[config.mk]
export PLATFORM = sky130hd
export DESIGN_NAME = fft_stage_seq
export DESIGN_NICKNAME = d
export VERILOG_FILES = /design/src/rtl/fft_stage_seq.sv
export SDC_FILE = /design/constraint.sdc
export NUM_CORES = 1
export LEC_CHECK = 0
export CORE_AREA = 4 4 45 47
export DETAILED_ROUTE_END_ITERATION = 6
export DIE_AREA = 0 0 49 51
export PLACE_DENSITY = 0.75
export SLEW_MARGIN = 0
export SYNTH_ARGS = -nofsm -noshare
export SYNTH_HDL_FRONTEND = slang
export SYNTH_SLANG_ARGS = --single-unit
[constraint.sdc]
create_clock -name CLK -period 2.2 [get_ports CLK]
set_clock_uncertainty 0.05 [all_clocks]
set_input_delay 0.22 -clock CLK [delete_from_list [all_inputs] [get_ports CLK]]
set_output_delay 0.22 -clock CLK [all_outputs]
set_load 0.01 [all_outputs]
[src/rtl/fft_stage_seq.sv]
// Radix-2 DIT FFT stage sequencer.
// On start, walks all N_LOG2 stages. Each stage issues N/2 butterflies
// (operand address pair + twiddle index) under valid/ready, then idles
// STAGE_GAP cycles so the downstream pipeline can drain. With CONTINUOUS=1
// the sequence restarts at stage 0 until aborted.
// Ports:
//   CLK, RST          clock, asynchronous active-high reset
//   start             single-cycle request to begin a transform (ignored while busy)
//   abort             synchronous cancel, highest priority
//   bfly_ready        downstream accepts the current butterfly
//   bfly_valid        addr_a/addr_b/tw_idx/stage are valid
//   addr_a, addr_b    upper / lower wing operand addresses
//   tw_idx            twiddle (coefficient) index
//   stage             current stage index
//   busy              transform in progress
//   stage_done        one-cycle pulse in the first drain cycle of every stage
//   done              one-cycle pulse in the first drain cycle of the final stage
module fft_stage_seq #(
  parameter int unsigned N_LOG2     = 3,
  parameter int unsigned STAGE_W    = 3,
  parameter int unsigned STAGE_GAP  = 1,
  parameter int unsigned CONTINUOUS = 0
) (
  input  logic               CLK,
  input  logic               RST,
  input  logic               start,
  input  logic               abort,
  input  logic               bfly_ready,
  output logic               bfly_valid,
  output logic [N_LOG2-1:0]  addr_a,
  output logic [N_LOG2-1:0]  addr_b,
  output logic [N_LOG2-2:0]  tw_idx,
  output logic [STAGE_W-1:0] stage,
  output logic               busy,
  output logic               stage_done,
  output logic               done
);

  localparam int unsigned K_W   = (N_LOG2 > 1) ? N_LOG2 - 1 : 1;
  localparam int unsigned TW_W  = N_LOG2 - 1;
  localparam int unsigned GAP_W = (STAGE_GAP > 1) ? $clog2(STAGE_GAP) : 1;

  localparam logic [K_W-1:0]     K_LAST     = K_W'((2 ** (N_LOG2 - 1)) - 1);
  localparam logic [STAGE_W-1:0] STAGE_LAST = STAGE_W'(N_LOG2 - 1);
  localparam logic [GAP_W-1:0]   GAP_LAST   = GAP_W'(STAGE_GAP - 1);

  typedef enum logic [1:0] {
    S_IDLE = 2'd0,
    S_RUN  = 2'd1,
    S_GAP  = 2'd2
  } state_t;

  state_t             state_q, state_d;
  logic [STAGE_W-1:0] stage_q, stage_d;
  logic [K_W-1:0]     k_q, k_d;
  logic [GAP_W-1:0]   gap_q, gap_d;

  // Butterfly address decode intermediates
  logic [N_LOG2-1:0]  k_ext;
  logic [N_LOG2-1:0]  half;
  logic [N_LOG2-1:0]  pos;
  logic [N_LOG2-1:0]  grp;
  logic [N_LOG2-1:0]  base;
  logic [N_LOG2-1:0]  tw_full;

  // State register
  always_ff @(posedge CLK or posedge RST) begin
    if (RST) begin
      state_q <= S_IDLE;
      stage_q <= '0;
      k_q     <= '0;
      gap_q   <= '0;
    end else begin
      state_q <= state_d;
      stage_q <= stage_d;
      k_q     <= k_d;
      gap_q   <= gap_d;
    end
  end

  // Next-state and output decode
  always_comb begin
    state_d    = state_q;
    stage_d    = stage_q;
    k_d        = k_q;
    gap_d      = gap_q;
    bfly_valid = 1'b0;
    busy       = 1'b0;
    stage_done = 1'b0;
    done       = 1'b0;
    addr_a     = '0;
    addr_b     = '0;
    tw_idx     = '0;
    stage      = stage_q;

    // k splits into group (high bits) and position within the wing (low
    // 'stage' bits); the address inserts a zero bit at position 'stage'.
    k_ext   = N_LOG2'(k_q);
    half    = N_LOG2'(1) << stage_q;
    pos     = k_ext & (half - N_LOG2'(1));
    grp     = k_ext >> stage_q;
    base    = ((grp << stage_q) << 1) | pos;
    tw_full = pos << (STAGE_LAST - stage_q);

    case (state_q)
      S_IDLE: begin
        if (start) begin
          state_d = S_RUN;
          stage_d = '0;
          k_d     = '0;
          gap_d   = '0;
        end
      end

      S_RUN: begin
        busy       = 1'b1;
        bfly_valid = 1'b1;
        addr_a     = base;
        addr_b     = base + half;
        tw_idx     = TW_W'(tw_full);
        if (bfly_ready) begin
          if (k_q == K_LAST) begin
            k_d     = '0;
            gap_d   = '0;
            state_d = S_GAP;
          end else begin
            k_d = k_q + K_W'(1);
          end
        end
      end

      S_GAP: begin
        busy = 1'b1;
        if (gap_q == '0) begin
          stage_done = 1'b1;
          done       = (stage_q == STAGE_LAST);
        end
        if (gap_q == GAP_LAST) begin
          gap_d = '0;
          if (stage_q == STAGE_LAST) begin
            stage_d = '0;
            state_d = (CONTINUOUS != 0) ? S_RUN : S_IDLE;
          end else begin
            stage_d = stage_q + STAGE_W'(1);
            state_d = S_RUN;
          end
        end else begin
          gap_d = gap_q + GAP_W'(1);
        end
      end

      default: begin
        state_d = S_IDLE;
      end
    endcase

    // Cancel overrides every other transition
    if (abort) begin
      state_d = S_IDLE;
      stage_d = '0;
      k_d     = '0;
      gap_d   = '0;
    end
  end

endmodule

==> key figures <==
Min path
  – Hold WC Path Type: in -> async

Placement
  – Hpwl dp: 1.521 mm
  – Port Buffer Count: 19
  – Post-DP Area: 1047 um^2
  – Global placer's final weighted congestion: 0.8216

STA
  – Maximum clock frequency: 442.5 MHz
  – Setup violations, final: 4
  – RSZ-0062 raised after global routing: true
  – Min setup slack post-route: -0.06014 ns
  – Final max-slew violation count: 0
  – Fin. Hold Viols: 0
  – Minimum clock period: 2.260 ns
  – Period utilization: 102.7%
  – Hold slack: 0.1422 ns

Clock tree
  – Max H-tree Level: 1
  – Cts bufs inserted: 3
  – Root Driver: clkbuf_4
  – Longest Clk Path Bufs: 2
  – Clk_lat worst skew: 0.26 ns
  – Sink Count: 7
  – Reg clk slew, reported paths: 0.06 ns
  – CTS tree: built

Critical path
  – Worst Path Required: 1.93 ns
  – R2R depth: 6
  – Arr. time, crit path: 1.99 ns
  – Critical Path Fanout Max: 3
  – Worst setup EP type: output port
  – Startpoint types: register
  – Critical setup path kind: reg -> out

Detailed routing
  – Total wire length: 2.031 mm
  – Drt pass-1 iters: 4
  – Avg WL per Cell: 14.61 um
  – Iter 0 DRT Violations: 7
  – Vias per cell: 5.547
  – DR DRC count: 0
  – Final ANT Viol Nets: 0
  – Via count: 771

Layout
  – Final instance area: 1170 um^2
  – Number of diodes: 0
  – Layout cells sized above 1: 34.43%
  – Nets: 138
  – Area of the multi-input gates: 599.3 um^2
  – FF/Latch Area: 176.4 um^2
  – Area growth syn-to-layout: 60.10%
  – Fillers: 133
  – Layout Utilization: 70.83%

GRT
  – Pin count of the biggest net entering global routing: 14
  – Gr usage total: 17.26%
  – First-pass GRT wire length: 3.367 mm
  – GR Overflow Total: 0
  – Initial antenna violation count: 0
  – Vias in the first global route: 801

Floorplanning
  – Initial Util: 44.24%
  – Die area: 2499 um^2
  – Ports: 20
  – Die width: 49 um
  – FP Rows: 15
  – Die Y-Extent: 51 um
  – Core area: 1652 um^2

Synth
  – Yosys Warn Count: 0
  – Seq/Total Area, Yosys: 23.97%
  – Cells after synthesis: 83
  – Post-Syn Area per Cell: 8.804 um^2
  – Syn Nets: 98
  – Cell area after synthesis: 730.7 um^2
  – Post-synthesis cell type count: 35
  – #FFs+latches synth: 7

Pwr
  – Power per Cell Area: 701.6 nW/um^2
  – Leakage: 0.6000 nW
  – Total power: 820.8 uW
  – Peak VDD IR: 466.2 uV

Run status
  – Failing checks: negative setup slack
  – Outcome: finished with violations

Flow run
  – Max-Cap Viols: 0
==> state kept, by name (all words and copies together), names as in the netlist <==
name / cells
k_q: 2
state_q: 2
stage: 3
==> report_power, final <==
group          leakage, nW  internal (mW)  total, mW  switching (mW)
Clock               0.0150         0.0697      0.124          0.0544
Sequential          0.0942          0.152      0.176          0.0242
Combinational        0.491          0.266      0.521           0.254
==> metrics by stage <==
step                setup slack, ns  cells  setup TNS, ns
floorplan                  0.002055     83              0
global placement            -0.3250    133        -0.7677
detailed placement          -0.4394    133         -1.063
CTS                         -0.1128    138        -0.3375
global route                -0.1806    139        -0.5220
finish                     -0.06014    139        -0.1767
==> what timing repair did <==
item,in CTS,in global routing
cloned,0,0
hold endpoints to repair,0,0
resized for setup,28,10
pin swaps,6,2
buffers inserted,1,1
endpoints found under the setup margin,5,9
hold buffers,0,0
==> cell type report <==
type                            instances  share of cell area, %
Multi-Input combinational cell         66                  51.23
Timing Repair Buffer                   37                  27.06
Sequential cell                         7                  15.08
Inverter                                8                  2.567
Clock buffer                            4                  2.246
Tap cell                               17                  1.818
==> cells in the mapped netlist <==
library cell | n | area [um^2]
conb_1 | 1 | 3.750
dfrtp_1 | 7 | 175.2
nand2_1 | 3 | 11.26
inv_1 | 8 | 30.03
nor3_1 | 1 | 5.000
a21boi_0 | 3 | 22.52
nor2_1 | 1 | 3.750
o2111a_1 | 1 | 11.26
nor3b_1 | 1 | 7.510
and3_1 | 4 | 25.02
o211ai_1 | 1 | 7.510
a22o_1 | 2 | 17.52
nand2_2 | 1 | 6.260
nand2b_1 | 4 | 25.02
o21ai_0 | 6 | 30.03
nor2b_1 | 4 | 25.02
mux2i_1 | 2 | 20.02
buf_6 | 1 | 11.26
o32ai_1 | 1 | 8.760
a21oi_1 | 5 | 25.02
buf_2 | 1 | 5.000
or2_2 | 1 | 6.260
or4b_1 | 2 | 20.02
nand4_1 | 2 | 12.51
mux2_2 | 1 | 11.26
o211a_1 | 1 | 10.01
a31oi_1 | 1 | 6.260
ha_1 | 9 | 112.6
or4_1 | 2 | 15.01
a21o_1 | 1 | 7.510
and2_1 | 1 | 6.260
fa_1 | 1 | 20.02
xnor2_1 | 1 | 8.760
xor2_1 | 1 | 8.760
nor4b_1 | 1 | 8.760
==> worst paths after layout <==
| kind | slack (ns) | start | to |
|---|---|---|---|
| setup / recovery | -0.06 | stage[0]$_DFFE_PP0P_ | addr_b[2] |
| hold / removal | 0.14 | RST | stage[2]$_DFFE_PP0P_ |
| setup reg to reg | 0.46 | state_q[1]$_DFFE_PP0P_ | k_q[0]$_DFFE_PP0P_ |
| hold reg to reg | 0.59 | state_q[0]$_DFFE_PP0P_ | state_q[0]$_DFFE_PP0P_ |
| max in group asynchronous | 1.71 | RST | stage[0]$_DFFE_PP0P_ |
| min in group CLK | 0.56 | abort | k_q[1]$_DFFE_PP0P_ |
==> worst max-delay path, stage by stage (launching register included) <==
cell and delay, ns:
dfrtp_2 0.40, inv_2 0.07, buf_4 0.15, ha_1 0.20
or4b_1 0.46, o21ai_0 0.11, mux2i_1 0.19, buf_2 0.14
==> layout by cell type (no fill, tap or decap), drive strengths merged, types with 3 or more instances in the layout <==
master and count:
a21boi 3, a21oi 5, and3 4, buf 22
clkbuf 4, clkdlybuf4s50 12, dfrtp 7, dlymetal6s2s 3
ha 9, inv 8, nand2 4, nand2b 4
nor2b 4, o21ai 6
==> routing by layer <==
layer	up-vias	wire [um]	global-route usage (%)
li1	374	-	-
met1	369	816	16.25
met2	23	1072	33.48
met3	5	83	2.624
met4	0	59	12.11
met5	-	0	0
==> cells by family after synthesis <==
group,count (synthesis),share of synthesized area [%]
xor gates and xnor gates,2,2.398
AOI/OAI and AO/OA,22,20.04
adders and majority gates,10,18.15
DFF,7,23.97
and+or+nand+nor,28,24.31
other,1,0.5132
buffers and inverters,10,6.335
muxes,3,4.281
No activity file was read; power rests on OpenSTA's default activity.
